$ cat config.mk
export PLATFORM = sky130hd
export DESIGN_NAME = gamma_cycle_sequencer
export DESIGN_NICKNAME = d
export VERILOG_FILES = /design/src/rtl/gamma_cycle_sequencer.sv
export SDC_FILE = /design/constraint.sdc
export NUM_CORES = 1
export LEC_CHECK = 0
export CAP_MARGIN = 20
export CORE_MARGIN = 5
export CORE_UTILIZATION = 50
export DETAILED_ROUTE_END_ITERATION = 6
export PLACE_DENSITY = 0.74
export SYNTH_ARGS = -nofsm -noshare
export SYNTH_HDL_FRONTEND = slang
export SYNTH_SLANG_ARGS = --single-unit
export TNS_END_PERCENT = 1
$ cat constraint.sdc
create_clock -name aclk -period 3.9 [get_ports aclk]
set_input_delay 0.585 -clock aclk [delete_from_list [all_inputs] [get_ports aclk]]
set_output_delay 0.585 -clock aclk [all_outputs]
set_load 0.01 [all_outputs]
$ cat src/rtl/gamma_cycle_sequencer.sv
// Sequencer for one gamma cycle of a race-logic operator: clear pulse, timed input
// spikes, then report the first rising-edge phase of the datapath output spike.
module gamma_cycle_sequencer #(
  parameter int GAMMA_CYCLE_WIDTH = 16,
  parameter int PULSE_WIDTH       = 8,
  parameter int N_IN              = 2,
  parameter int TW                = $clog2(GAMMA_CYCLE_WIDTH)
) (
  input  logic               aclk,
  input  logic               grst,
  input  logic               cmd_valid,
  output logic               cmd_ready,
  input  logic [N_IN*TW-1:0] cmd_time,
  output logic               gclr,
  output logic [N_IN-1:0]    spk_out,
  input  logic               spk_in,
  output logic               res_valid,
  input  logic               res_ready,
  output logic [TW-1:0]      res_time,
  output logic               res_none,
  output logic               res_multi
);

  typedef enum logic [1:0] {IDLE, CLEAR, RUN, DONE} state_t;

  localparam logic [TW-1:0] LAST_PHASE = TW'(GAMMA_CYCLE_WIDTH - 1);
  localparam logic [TW:0]   LIVE_LIM   = (TW+1)'(GAMMA_CYCLE_WIDTH - PULSE_WIDTH);
  localparam logic [TW:0]   PW_M1      = (TW+1)'(PULSE_WIDTH - 1);

  state_t               state;
  logic [TW-1:0]        phase;
  logic                 prev_in;
  logic                 seen;
  logic [N_IN*TW-1:0]   times;
  logic [TW:0]          next_phase;
  logic [N_IN-1:0]      lane_next;
  logic                 rise;
  logic                 last_phase;

  // Spike outputs are registered, so lanes are evaluated for the phase about to start.
  assign next_phase = (state == RUN) ? ({1'b0, phase} + 1'b1) : '0;
  assign rise       = spk_in & ~prev_in;
  assign last_phase = (phase == LAST_PHASE);

  genvar gi;
  generate
    for (gi = 0; gi < N_IN; gi++) begin : g_lane
      logic [TW:0] t;
      assign t = {1'b0, times[gi*TW +: TW]};
      assign lane_next[gi] = (t < LIVE_LIM) && (next_phase >= t) && (next_phase <= t + PW_M1);
    end
  endgenerate

  always_ff @(posedge aclk or posedge grst) begin
    if (grst) begin
      state     <= IDLE;
      cmd_ready <= 1'b0;
      gclr      <= 1'b1;
      spk_out   <= '0;
      res_valid <= 1'b0;
      res_time  <= '0;
      res_none  <= 1'b0;
      res_multi <= 1'b0;
      phase     <= '0;
      prev_in   <= 1'b0;
      seen      <= 1'b0;
      times     <= '0;
    end else begin
      case (state)
        IDLE: begin
          gclr      <= 1'b0;
          res_valid <= 1'b0;
          if (cmd_valid && cmd_ready) begin
            times     <= cmd_time;
            cmd_ready <= 1'b0;
            gclr      <= 1'b1;
            spk_out   <= '0;
            prev_in   <= 1'b0;
            seen      <= 1'b0;
            res_time  <= '0;
            res_none  <= 1'b0;
            res_multi <= 1'b0;
            state     <= CLEAR;
          end else begin
            cmd_ready <= 1'b1;
          end
        end
        CLEAR: begin
          gclr    <= 1'b0;
          phase   <= '0;
          spk_out <= lane_next;
          state   <= RUN;
        end
        RUN: begin
          prev_in <= spk_in;
          if (rise) begin
            if (!seen) begin
              res_time <= phase;
              seen     <= 1'b1;
            end else begin
              res_multi <= 1'b1;
            end
          end
          if (last_phase) begin
            spk_out   <= '0;
            res_valid <= 1'b1;
            state     <= DONE;
            if (!seen && !rise) begin
              res_none <= 1'b1;
              res_time <= LAST_PHASE;
            end
          end else begin
            phase   <= phase + 1'b1;
            spk_out <= lane_next;
          end
        end
        DONE: begin
          if (res_ready) begin
            res_valid <= 1'b0;
            cmd_ready <= 1'b1;
            state     <= IDLE;
          end
        end
        default: state <= IDLE;
      endcase
    end
  end

endmodule

==> results of run 1 <==
[power groups by stage]
stage	sequential (W)	combinational (W)	clock, W
finish	0.000522	0.000951	0.000128
global route	0.000545	0.00107	0.000146
detailed placement	0.000525	0.000944	0
global placement	0.000517	0.000898	0
CTS	0.000520	0.000949	0.000134
floorplan	0.000513	0.000675	0
[area by class of cell]
class / instances / area (um2)
fillers: 293 / 1284
multi-input cells: 141 / 1054
flip-flops and latches: 27 / 676.9
repair buffers: 24 / 257.7
well taps: 46 / 57.56
inverters: 15 / 56.30
clock buffers: 3 / 22.52
clock inverters: 1 / 7.507
[metrics by stage]
step                      instances  hold slack (ns)  cell area [um2]  total power [W]
after floorplan                 187           0.4881             1812         0.001188
after global placement          252           0.4811             2074         0.001415
after detailed placement        252           0.4831             2074         0.001469
after CTS                       256           0.5173             2105         0.001603
after global routing            257           0.5375             2132         0.001765
final                           257           0.5142             2132         0.001601
[placed cells by master, fill, tap and decap left out, drive strengths merged, types with 4 or more instances in the layout]
cell / count
nand3: 5
a22oi: 4
ha: 22
o21ai: 13
xnor2: 4
clkdlybuf4s50: 23
nor2: 8
inv: 15
nand2b: 5
nor3: 6
mux2: 9
nand2: 15
a21oi: 11
dfrtp: 26
nor2b: 5
[flip-flops by register name (all words and copies together), names as in the netlist]
signal / flops
phase: 4
res_time: 4
times: 8
res_none: 1
gclr: 1
cmd_ready: 1
spk_out: 2
state: 2
res_multi: 1
seen: 1
res_valid: 1
prev_in: 1
[cell families (layout without fill, tap and decap cells)]
logic type	after synthesis	in the layout	synth area share
mux	9	9	0.05801
compound gates	49	49	0.1851
simple gates	54	54	0.1513
flops	27	27	0.3736
buf+inv	19	43	0.04489
xor+xnor	6	6	0.02901
fa+ha+maj	23	23	0.1581
[worst paths after layout]
kind	end	startpoint	slack, ns	depth (start not counted)
worst max-delay path	spk_out[0]$_DFFE_PP0P_	state[0]$_DFFE_PP0P_	1.16	9
worst min-delay path	res_none$_DFFE_PP0P_	res_none$_DFFE_PP0P_	0.51	2
worst max register to register	spk_out[0]$_DFFE_PP0P_	state[0]$_DFFE_PP0P_	1.16	9
worst min register to register	res_none$_DFFE_PP0P_	res_none$_DFFE_PP0P_	0.51	2
max in group asynchronous	times[5]$_DFFE_PP0P_	grst	2.85	3
min in group asynchronous	prev_in$_DFFE_PP0P_	grst	0.58	2
[tightest hold or removal path, stage by stage, from the launching register on]
cell     delay [ns]
dfrtp_1        0.39
nand2_1        0.05
nand2_1        0.05
[per-layer routing]
metal / vias up / wire length, um / global-route usage
li1: 719 / - / -
met1: 692 / 1787 / 0.2201
met2: 28 / 1898 / 0.2781
met3: 5 / 139 / 0.03443
met4: 0 / 38 / 0.04894
met5: - / 0 / 0
==> impl_metrics.py, run 1 <==
metrics = {
    "logic_synthesis": {
        "synth_top_area_share": 0.3591,
        "syn_inst": 187,
        "synth-seq-area-share": 0.3736,
        "syn_nets": 222,
        "ys.flop_type": "dfrtp_1",
        "synth_area_mm2": 0.001812,
        "synth_area_leaders": "dfrtp_1, ha_1, mux2_1",
        "synth_edf_count": 0,
        "yosysTopAreaCell": "dfrtp_1",
        "ys_ff_latch": 27,
        "yosys.cell_count.top_type": "dfrtp_1",
        "syn_avg_cell_area_um2": 9.688,
        "ys_warn_count": 0,
        "synth_common_cells": "dfrtp_1, ha_1, nand2_1",
        "yosysUniqueCellTypes": 50,
        "async_flop_share": 1.000,
    },
    "place": {
        "dp_hpwl_um": 3037,
        "place_ws_ns": 1.223,
        "gp_congestion": 0.8497,
        "io_buffers": 23,
    },
    "critical_path": {
        "worstSetupPathType": "reg2reg",
        "crit_fanout": 25,
        "worst_ep_arrival_time_ns": 3.02,
        "crit_slowest_cell": "ha_1",
        "cpMostUsedCell": "ha_1",
        "path_cells": "inv_1 > ha_1 > nand2b_1 > ha_1 > a21boi_0 > o31ai_1 > a211o_1 > o2bb2ai_1 > a31oi_1",
        "end_kind": "flop",
        "critPathBufInv": 1,
        "crit_family": "adder cells",
        "worst_path_largest_cell_delay_ns": 0.66,
        "cp.required_ns": 4.17,
        "start_kind": "flop",
    },
    "detailed_routing": {
        "drt_iter0_markers": 37,
        "dr.pass1.iters": 4,
        "num_vias": 1444,
        "drc": 0,
        "antenna_left": 0,
        "wl_um": 3863,
        "avgRoutedWirePerCell_um": 15.03,
        "vias_per_cell": 5.619,
    },
    "layout": {
        "nets": 247,
        "drive_gt1_frac": 0.07583,
        "insertedDiodeCount": 0,
        "fin_util": 0.6242,
        "area_growth_syn_to_layout_pct": 17.68,
    },
    "cts": {
        "root_buffer": "clkbuf_4",
        "cts_setup_buffers": 0,
        "cts_buffers": 3,
        "htreeDepth": 1,
        "cts_tree": "yes",
        "hold_buffers": 0,
        "cts_max_path_buffers": 2,
        "clk_latency_ns": 0.34,
        "cts_sinks": 27,
        "clk_pin_slew_ns": 0.15,
        "cts_resized": 0,
    },
    "timing": {
        "setup-violations-final": 0,
        "worstMarginPinSlew_ns": 0.7691,
        "finalSetupTns_ns": 0,
        "period_minus_slack_ns": 2.742,
        "slew_viol_final": 0,
        "rsz0062_at_grt": "false",
        "period_share": 0.7032,
        "setup_slack_ns": 1.158,
        "hold_viol": 0,
        "skew_ns": 0.003044,
        "fmax_mhz": 364.6,
        "slew_headroom": 0.4873,
    },
    "power": {
        "internal-power_w": 0.0008891,
        "vdd_ir_drop_max_v": 0.0003931,
        "p_seq_frac": 0.326,
        "pwr-share-comb": 0.594,
        "clock_power_share": 0.080,
        "leakage_nw": 0.9679,
        "switching_power_w": 0.0007116,
        "switching_share": 0.4446,
        "p_per_area_mw_per_mm2": 750.8,
    },
    "grt": {
        "grt_usage": 0.1676,
        "grt_max_degree": 28,
        "grt_pass1_vias": 1445,
        "grt_first_pass_wirelength_um": 6741,
        "grt.overflow.total": 0,
        "antenna_found_initial": 0,
    },
    "floorplanning": {
        "core_mm2": 0.003416,
        "rows": 21,
        "io_pins": 24,
        "die_w_um": 70.20,
        "die_height_um": 70.20,
        "die-area_mm2": 0.004927,
        "floorplan.initialDensity": 0.5304,
    },
    "job": {
        "maxCapViolCount": 0,
    },
    "status": {
        "status": "finished clean",
    },
    "hold_path": {
        "hold_class": "reg2reg",
    },
}
(Power assumes the default switching activity.)
==> run 2, diff against run 1 <==
==> constraint.sdc (replaced) <==
create_clock -name aclk -period 2.7 [get_ports aclk]
set_input_delay 0.405 -clock aclk [delete_from_list [all_inputs] [get_ports aclk]]
set_output_delay 0.405 -clock aclk [all_outputs]
set_load 0.01 [all_outputs]
==> impl_metrics.py, run 2 (synthesized netlist as in run 1, its figures left out) <==
metrics = {
    "status": {
        "status": "finished clean",
    },
    "place": {
        "io_buffers": 23,
        "place_ws_ns": 0.1698,
        "placed_cell_area_mm2": 0.002097,
        "post-place-cells": 255,
        "gp_congestion": 0.8535,
        "dp_hpwl_um": 3211,
    },
    "detailed_routing": {
        "drt_iter0_markers": 78,
        "num_vias": 1470,
        "avgRoutedWirePerCell_um": 15.69,
        "wl_um": 4065,
        "vias_per_cell": 5.676,
        "antenna_left": 0,
        "drc": 0,
        "dr.pass1.iters": 4,
    },
    "layout": {
        "regArea_um2": 676.9,
        "drive_gt1_frac": 0.08920,
        "final_common_cell": "dfrtp_1",
        "multi_input_area_mm2": 0.001056,
        "area_growth_syn_to_layout_pct": 17.54,
        "fill_cells": 286,
        "largest_register": "times",
        "final_cells": 259,
        "top_regs": "times (8), phase (4), res_time (4)",
        "layout_common_cells": "dfrtp_1, clkdlybuf4s50_1, ha_1",
        "insertedDiodeCount": 0,
        "nets": 249,
        "fin_util": 0.6234,
        "largest_reg_flops": 8,
        "finalInstanceArea_mm2": 0.002130,
    },
    "timing": {
        "period_share": 0.9320,
        "setup-violations-final": 0,
        "setup_slack_ns": 0.1836,
        "worstMarginPinSlew_ns": 0.4459,
        "finalSetupTns_ns": 0,
        "slew_headroom": 0.6996,
        "fmax_mhz": 397.4,
        "period_minus_slack_ns": 2.516,
        "slew_viol_final": 0,
        "hold_viol": 0,
        "rsz0062_at_grt": "false",
        "skew_ns": 0.009772,
    },
    "critical_path": {
        "worstSetupPathType": "reg2reg",
        "r2r_start": "state[0]$_DFFE_PP0P_",
        "end_kind": "flop",
        "startpoint": "state[0]$_DFFE_PP0P_",
        "r2r_setup_slack_ns": 0.18,
        "start_kind": "flop",
        "crit_end": "spk_out[0]$_DFFE_PP0P_",
        "r2r_end": "spk_out[0]$_DFFE_PP0P_",
        "crit_fanout": 16,
        "worstRegToRegCells": 9,
        "worst_ep_arrival_time_ns": 2.78,
        "cp.required_ns": 2.96,
    },
    "hold_path": {
        "hold_class": "in2async",
    },
    "power": {
        "leakage_nw": 0.9679,
        "p_per_area_mw_per_mm2": 1103,
        "vdd_ir_drop_max_v": 0.0006566,
    },
    "cts": {
        "clk_pin_slew_ns": 0.16,
        "cts_sinks": 27,
        "cts_buffers": 3,
        "cts_tree": "yes",
        "cts_setup_buffers": 0,
        "cts_max_path_buffers": 2,
        "root_buffer": "clkbuf_4",
        "clk_latency_ns": 0.34,
        "htreeDepth": 1,
    },
    "floorplanning": {
        "die_w_um": 70.20,
        "die_height_um": 70.20,
        "io_pins": 24,
        "die-area_mm2": 0.004927,
        "floorplan.initialDensity": 0.5304,
        "rows": 21,
        "core_mm2": 0.003416,
    },
    "grt": {
        "grt.overflow.total": 0,
        "antenna_found_initial": 0,
        "grt_max_degree": 28,
        "grt_usage": 0.1761,
        "grt_first_pass_wirelength_um": 7038,
        "grt_pass1_vias": 1554,
    },
    "job": {
        "maxCapViolCount": 0,
    },
}
-- run 2: worst min path at each step --
| stage | startpoint | end | slack, ns | cells after the start |
|---|---|---|---|---|
| floorplan | grst | cmd_ready$_DFFE_PP0P_ | 0.46 | 1 |
| global placement | res_none$_DFFE_PP0P_ | res_none$_DFFE_PP0P_ | 0.48 | 2 |
| detailed placement | res_none$_DFFE_PP0P_ | res_none$_DFFE_PP0P_ | 0.48 | 2 |
| CTS | grst | res_valid$_DFFE_PP0P_ | 0.44 | 3 |
| global route | grst | res_valid$_DFFE_PP0P_ | 0.48 | 3 |
| finish | grst | res_valid$_DFFE_PP0P_ | 0.43 | 3 |
-- run 2: area by class of cell --
cell class | instances | share of cell area
well taps | 46 | 0.02703
multi-input cells | 141 | 0.4959
repair buffers | 26 | 0.1187
flip-flops and latches | 27 | 0.3179
clock inverters | 1 | 0.003525
inverters | 15 | 0.02644
clock buffers | 3 | 0.01058
-- run 2: layer usage --
layer  GRT usage  wire [um]  up-vias
met4     0.05319         85        0
met5           0          0        -
met1      0.2122       1647      685
li1            -          -      725
met2      0.3148       2145       50
met3     0.03443        187       10
-- run 2: per-stage QoR --
step / hold WS [ns] / total power (W)
finish: 0.4254 / 0.002350
global route: 0.4808 / 0.002583
CTS: 0.4366 / 0.002353
detailed placement: 0.4799 / 0.002159
global placement: 0.4755 / 0.002062
floorplan: 0.4570 / 0.001717
-- run 2: where the power goes --
part	switching [W]	internal [W]	leakage, nW
clock	0.000128	0.0000569	0.0139
combinational	0.000749	0.000661	0.612
sequential	0.000177	0.000578	0.342
total	0.00105	0.00130	0.968
-- run 2: critical path, stage by stage, from the launching register on --
cell and delay, ns:
dfrtp_1 0.44, inv_1 0.10, ha_2 0.34, and2_1 0.30, ha_1 0.31, nor2b_1 0.15, o21ai_0 0.21, a32oi_1 0.11
maj3_2 0.32, a31oi_1 0.17
-- run 2: repair_timing --
item / 4_1_cts / 5_1_grt
gates resized for setup: 0 / 1
hold buffers: 0 / 0
setup endpoints to repair: 0 / 1
==> edit 1: new RTL, settings of run 2 <==
Change the parameter `GAMMA_CYCLE_WIDTH` from 16 to 64.
--- a/src/rtl/gamma_cycle_sequencer.sv
+++ b/src/rtl/gamma_cycle_sequencer.sv
@@ -1,7 +1,7 @@
 // Sequencer for one gamma cycle of a race-logic operator: clear pulse, timed input
 // spikes, then report the first rising-edge phase of the datapath output spike.
 module gamma_cycle_sequencer #(
-  parameter int GAMMA_CYCLE_WIDTH = 16,
+  parameter int GAMMA_CYCLE_WIDTH = 64,
   parameter int PULSE_WIDTH       = 8,
   parameter int N_IN              = 2,
   parameter int TW                = $clog2(GAMMA_CYCLE_WIDTH)
Ports: changed (resized cmd_time and res_time); port bits go from 24 to 30. The function was not compared with the original's and may differ.
==> edit 1 against run 2 <==
Setup slack lost 38 ps; power up 30%; critical endpoint unchanged; wire length grew 30%; critical path type unchanged; cell area up 44%; count of clock-buffer cells in the layout up 4; synthesized cell count is 41% higher; utilization rose by 2.0 points; clock skew up 1.8 ps; final cell count up 45%; area after synthesis rose by 36%; sequential cell count rose by 8.
==> edit 1: results (changes against run 2) <==
The slew at the pin closest to its max-slew limit came to 624 ps (+178 ps). By count the netlist is led by 34 x sky130_fd_sc_hd__dfrtp_1, 33 x sky130_fd_sc_hd__ha_1, 23 x sky130_fd_sc_hd__nand2_1. The number of global-route vias before repair is 2012 (+29%). The cell with the largest stage delay on the worst path is sky130_fd_sc_hd__a2111oi_1. The largest registers in the layout are times x12, phase x6, res_time x6. The share of final-layout standard cells stronger than drive strength 1 is 14.9% (+6.0 points).

The clock network latency to the later pin of the worst-skew pair is 290 ps (-50 ps). The quantity of I/O buffers inserted on ports came out at 29 (+26%). The worst clock skew is 11.6 ps (+1.82 ps).

The placed wire-length estimate is 4.15 mm (+29%). The number of instances in the synthesized netlist is 264 (+41%). The instance area after placement came out at 0.00292 sq mm (+39%).

The count of distinct cell types in the synthesized netlist came out at 43 (-14%). The share of power burned in registers came out at 28.6% (-3.6 points). The number of nets in the synthesized netlist came to 314 (+41%). The total routed wirelength is 5.29 mm (+30%). The count of H-tree levels built during CTS came out at 2 (+1). The total CTS buffers was 5 (+2). The average wire per standard cell is 14.1 um (-10%). The maximum number of pins on one net before global-route repair is 36 (+29%). The overall power is 3.06 mW (+30%). The largest fanout of any net on the critical path came out at 5 (-11).

The register-to-register setup slack is 150 ps (-40 ps). The number of flip-flops in the largest register is 12 (+4). The post-layout net count is 358 (+44%). The worst hold margin came out at 485 ps (+59.2 ps).

The min-delay analysis places its worst path in the category reg -> reg. The root buffer cell chosen for the clock tree is sky130_fd_sc_hd__clkbuf_8. The total clock network power came to 0.466 mW (+150%).

The clock edge transition at the registers on the reported setup and hold paths came out at 80 ps (-80 ps). Sorting the synthesized cells by area gives the leading types as sky130_fd_sc_hd__dfrtp_1 34%, sky130_fd_sc_hd__ha_1 17%, sky130_fd_sc_hd__mux2_2 5.5%, sky130_fd_sc_hd__xnor2_1 4.3%, sky130_fd_sc_hd__o21ai_0 3.6%. The wire length of the first global-routing pass was 9.06 mm (+29%). The flow ran to the end, and the final reports show no timing, DRC or antenna violations. The launch instance of the worst register-to-register path is phase[1]. The overall track demand over capacity in global routing came to 17.8% (+0.17 points).
==> edit 1: kinds of logic (layout without fill, tap and decap cells) <==
logic type               count (synthesis)  after routing  synth area share, %
multiplexers                            14             14                 6.43
buffers and inverters                   25             70                 4.30
XOR/XNOR                                12             12                 4.25
AND/OR/NAND/NOR                         81             81                 15.6
AO/OA/AOI/OAI                           64             64                 17.3
flip-flops                              35             35                 35.5
adder cells (fa/ha/maj)                 33             33                 16.7
==> edit 1: area by class of cell <==
class | count | area, sq um
repair buffers | 44 | 403
well taps | 67 | 83.8
fillers | 413 | 1700
clock inverters | 1 | 30.0
inverters | 18 | 67.6
clock buffers | 7 | 76.3
flip-flops and latches | 35 | 877
multi-input cells | 204 | 1520
==> edit 1: routing by layer <==
metal	global-route usage [%]	share of wire, %
met1	24.8	48
met5	0	0
met4	5.74	1.5
met2	28.1	47
met3	2.80	3.8
==> edit 2: new RTL, config.mk and constraints of run 2 <==
Without the edit above. Re-encode `state_t` (4 states) as one-hot, 4 bits wide.
--- a/src/rtl/gamma_cycle_sequencer.sv
+++ b/src/rtl/gamma_cycle_sequencer.sv
@@ -21,7 +21,7 @@
   output logic               res_multi
 );
 
-  typedef enum logic [1:0] {IDLE, CLEAR, RUN, DONE} state_t;
+  typedef enum logic [3:0] {IDLE = 4'b0001, CLEAR = 4'b0010, RUN = 4'b0100, DONE = 4'b1000} state_t;
 
   localparam logic [TW-1:0] LAST_PHASE = TW'(GAMMA_CYCLE_WIDTH - 1);
   localparam logic [TW:0]   LIVE_LIM   = (TW+1)'(GAMMA_CYCLE_WIDTH - PULSE_WIDTH);
Behaviour: same outputs for any inputs over 10 cycles, from zero or initial values and one cycle with grst high; not proved beyond that.
==> edit 2 against run 2 <==
Cell area rose by 3.1%; count of clock-buffer cells in the layout rose by 4; global-route usage fell by 0.081 points; sequential power fell by 12%; critical path depth did not move; area after synthesis fell by 0.14%; power fell by 17%; setup slack improved by 14 ps; wire length fell by 5.5%; non-clock buffer count rose by 3; combinational power fell by 36%; sequential cell count rose by 2.
==> edit 2: results (changes against run 2) <==
The parity-gate share of the synthesized area counting xor and xnor cells is 3.87% (+0.97 points). After synthesis, the cell types taking the most area are sky130_fd_sc_hd__dfrtp_1 37%, sky130_fd_sc_hd__ha_1 10%, sky130_fd_sc_hd__nand2_1 5.8%, sky130_fd_sc_hd__o21ai_0 4.7%, sky130_fd_sc_hd__a21oi_1 3.0%. The clock network latency to the later pin of the worst-skew pair came out at about 330 ps. The clock edge transition at the registers on the reported setup and hold paths came out at 100 ps (-60 ps). The detailed router used layers up to and including met4. After synthesis, the most frequently instantiated cells are 28 x sky130_fd_sc_hd__nand2_1, 27 x sky130_fd_sc_hd__dfrtp_1, 17 x sky130_fd_sc_hd__o21ai_0. The instance area after placement is 0.00210 sq mm (+0.24%). The number of nets in the synthesized netlist came out at 224 (+0.90%). The total CTS buffers is 5 (+2). The run finished with clean final reports. The post-synthesis compound-gate area fraction was 19.1% (+0.58 points). The share of final-layout standard cells stronger than drive strength 1 was 12.8% (+3.9 points). The maximum vdd ir drop came out at 460 uV (-30%). The fraction of met2 tracks used by global routing came out at 29.7% (-1.8 points). The wire length of the first global-routing pass came out at 6.95 mm (-1.3%). In the synthesized netlist the dominant register cell turns out to be sky130_fd_sc_hd__dfrtp_1. The final estimated routing congestion in global placement is 0.859 (+0.64%).

The average cell area after synthesis is 9.23 sq um (-4.7%). The DRC violation total after the first TritonRoute iteration came out at 112 (+44%). The met3 layer usage reported by global route came out at 3.87% (+0.43 points).

The post-placement setup slack came to 182 ps (+11.8 ps). The total instance count after detailed placement came out at 264 (+3.5%). The sequential element share of the synthesized area came out at 40.2% (+2.9 points).

The placed wire-length estimate came out at 2.91 mm (-9.3%). The overall track demand over capacity in global routing was 17.5% (-0.081 points). The static leakage came out at 1.03 nW (+6.5%). The average wire per standard cell came out at 14.1 um (-10%). The critical path arrival is 2730 ps (-50 ps). The count of distinct cell types in the synthesized netlist came out at 48 (-4.0%). The maximum number of pins on one net before global-route repair is 30 (+7.1%). The largest fanout of any net on the critical path came out at 14 (-2).

The tree is rooted in a sky130_fd_sc_hd__clkbuf_4. The count of H-tree levels built during CTS was 2 (+1). The maximum clock insertion buffer count came out at 2 (unchanged). The global routing usage on met1 was 21.4% (+0.19 points). The final instance count without filler cells was 272 (+5.0%).

The mux cell area share after synthesis was 1.24% (-4.6 points). The number of iterations in the first detailed-routing pass is 4 (unchanged). The slew at the pin closest to its max-slew limit came out at 440 ps (-5.56 ps).

The logic depth of the worst register-to-register path came out at 9 (unchanged). The worst clock skew is 11.7 ps (+1.97 ps). The fraction of the mapped netlist area in adder cells is 10.9% (-4.9 points). The amount of wire on met3 after detailed routing came out at 141 um (-25%).

The met2 wire length came to 1.93 mm (-10%). The post-layout net count is 253 (+1.6%). The via count came out at 1504 (+2.3%).

The sum of routed wire segments on met1 was 1.69 mm (+2.7%).
==> edit 2: path summary, 6_finish.rpt <==
kind                            start          to  slack, ps
min reg2reg                spk_out[0]  spk_out[0]        500
min in group aclk          spk_out[0]  spk_out[0]        500
min                              grst     prev_in        430
max in group asynchronous        grst        gclr       1940
max                          state[0]  spk_out[1]        200
max reg2reg                  state[0]  spk_out[1]        200
==> edit 2: what timing repair did <==
item / in CTS / in global routing
endpoints found under the setup margin: 0 / 1
endpoints found under the hold margin: 0 / 0
resized for setup: 0 / 3
==> edit 2: cell families (layout without fill, tap and decap cells) <==
| group | after synthesis | after routing |
|---|---|---|
| buf+inv | 21 | 51 |
| fa+ha+maj | 16 | 16 |
| compound gates | 52 | 52 |
| mux | 2 | 2 |
| simple gates | 68 | 68 |
| flops | 29 | 29 |
| xor+xnor | 8 | 8 |
==> edit 2: area by class of cell <==
cell class,count,area [sq um]
repair buffers,29,275
well taps,46,57.6
fillers,300,1220
clock inverters,1,30.0
clock buffers,7,55.1
inverters,14,52.6
multi-input cells,146,995
flip-flops and latches,29,731
==> edit 2: where the power goes <==
group	switching [mW]	leakage, nW	total (mW)	internal, mW
clock	0.155	0.0455	0.376	0.221
combinational	0.477	0.610	0.902	0.425
sequential	0.114	0.376	0.664	0.550
==> edit 2: worst max-delay path, stage by stage (launching register included) <==
cell and delay (ps):
sky130_fd_sc_hd__dfstp_2 680, sky130_fd_sc_hd__nor4b_2 100, sky130_fd_sc_hd__buf_4 180, sky130_fd_sc_hd__nand2_1 170, sky130_fd_sc_hd__inv_1 90, sky130_fd_sc_hd__ha_1 350
sky130_fd_sc_hd__nor4b_1 250, sky130_fd_sc_hd__o22ai_1 160, sky130_fd_sc_hd__a21bo_1 220, sky130_fd_sc_hd__a22o_1 200
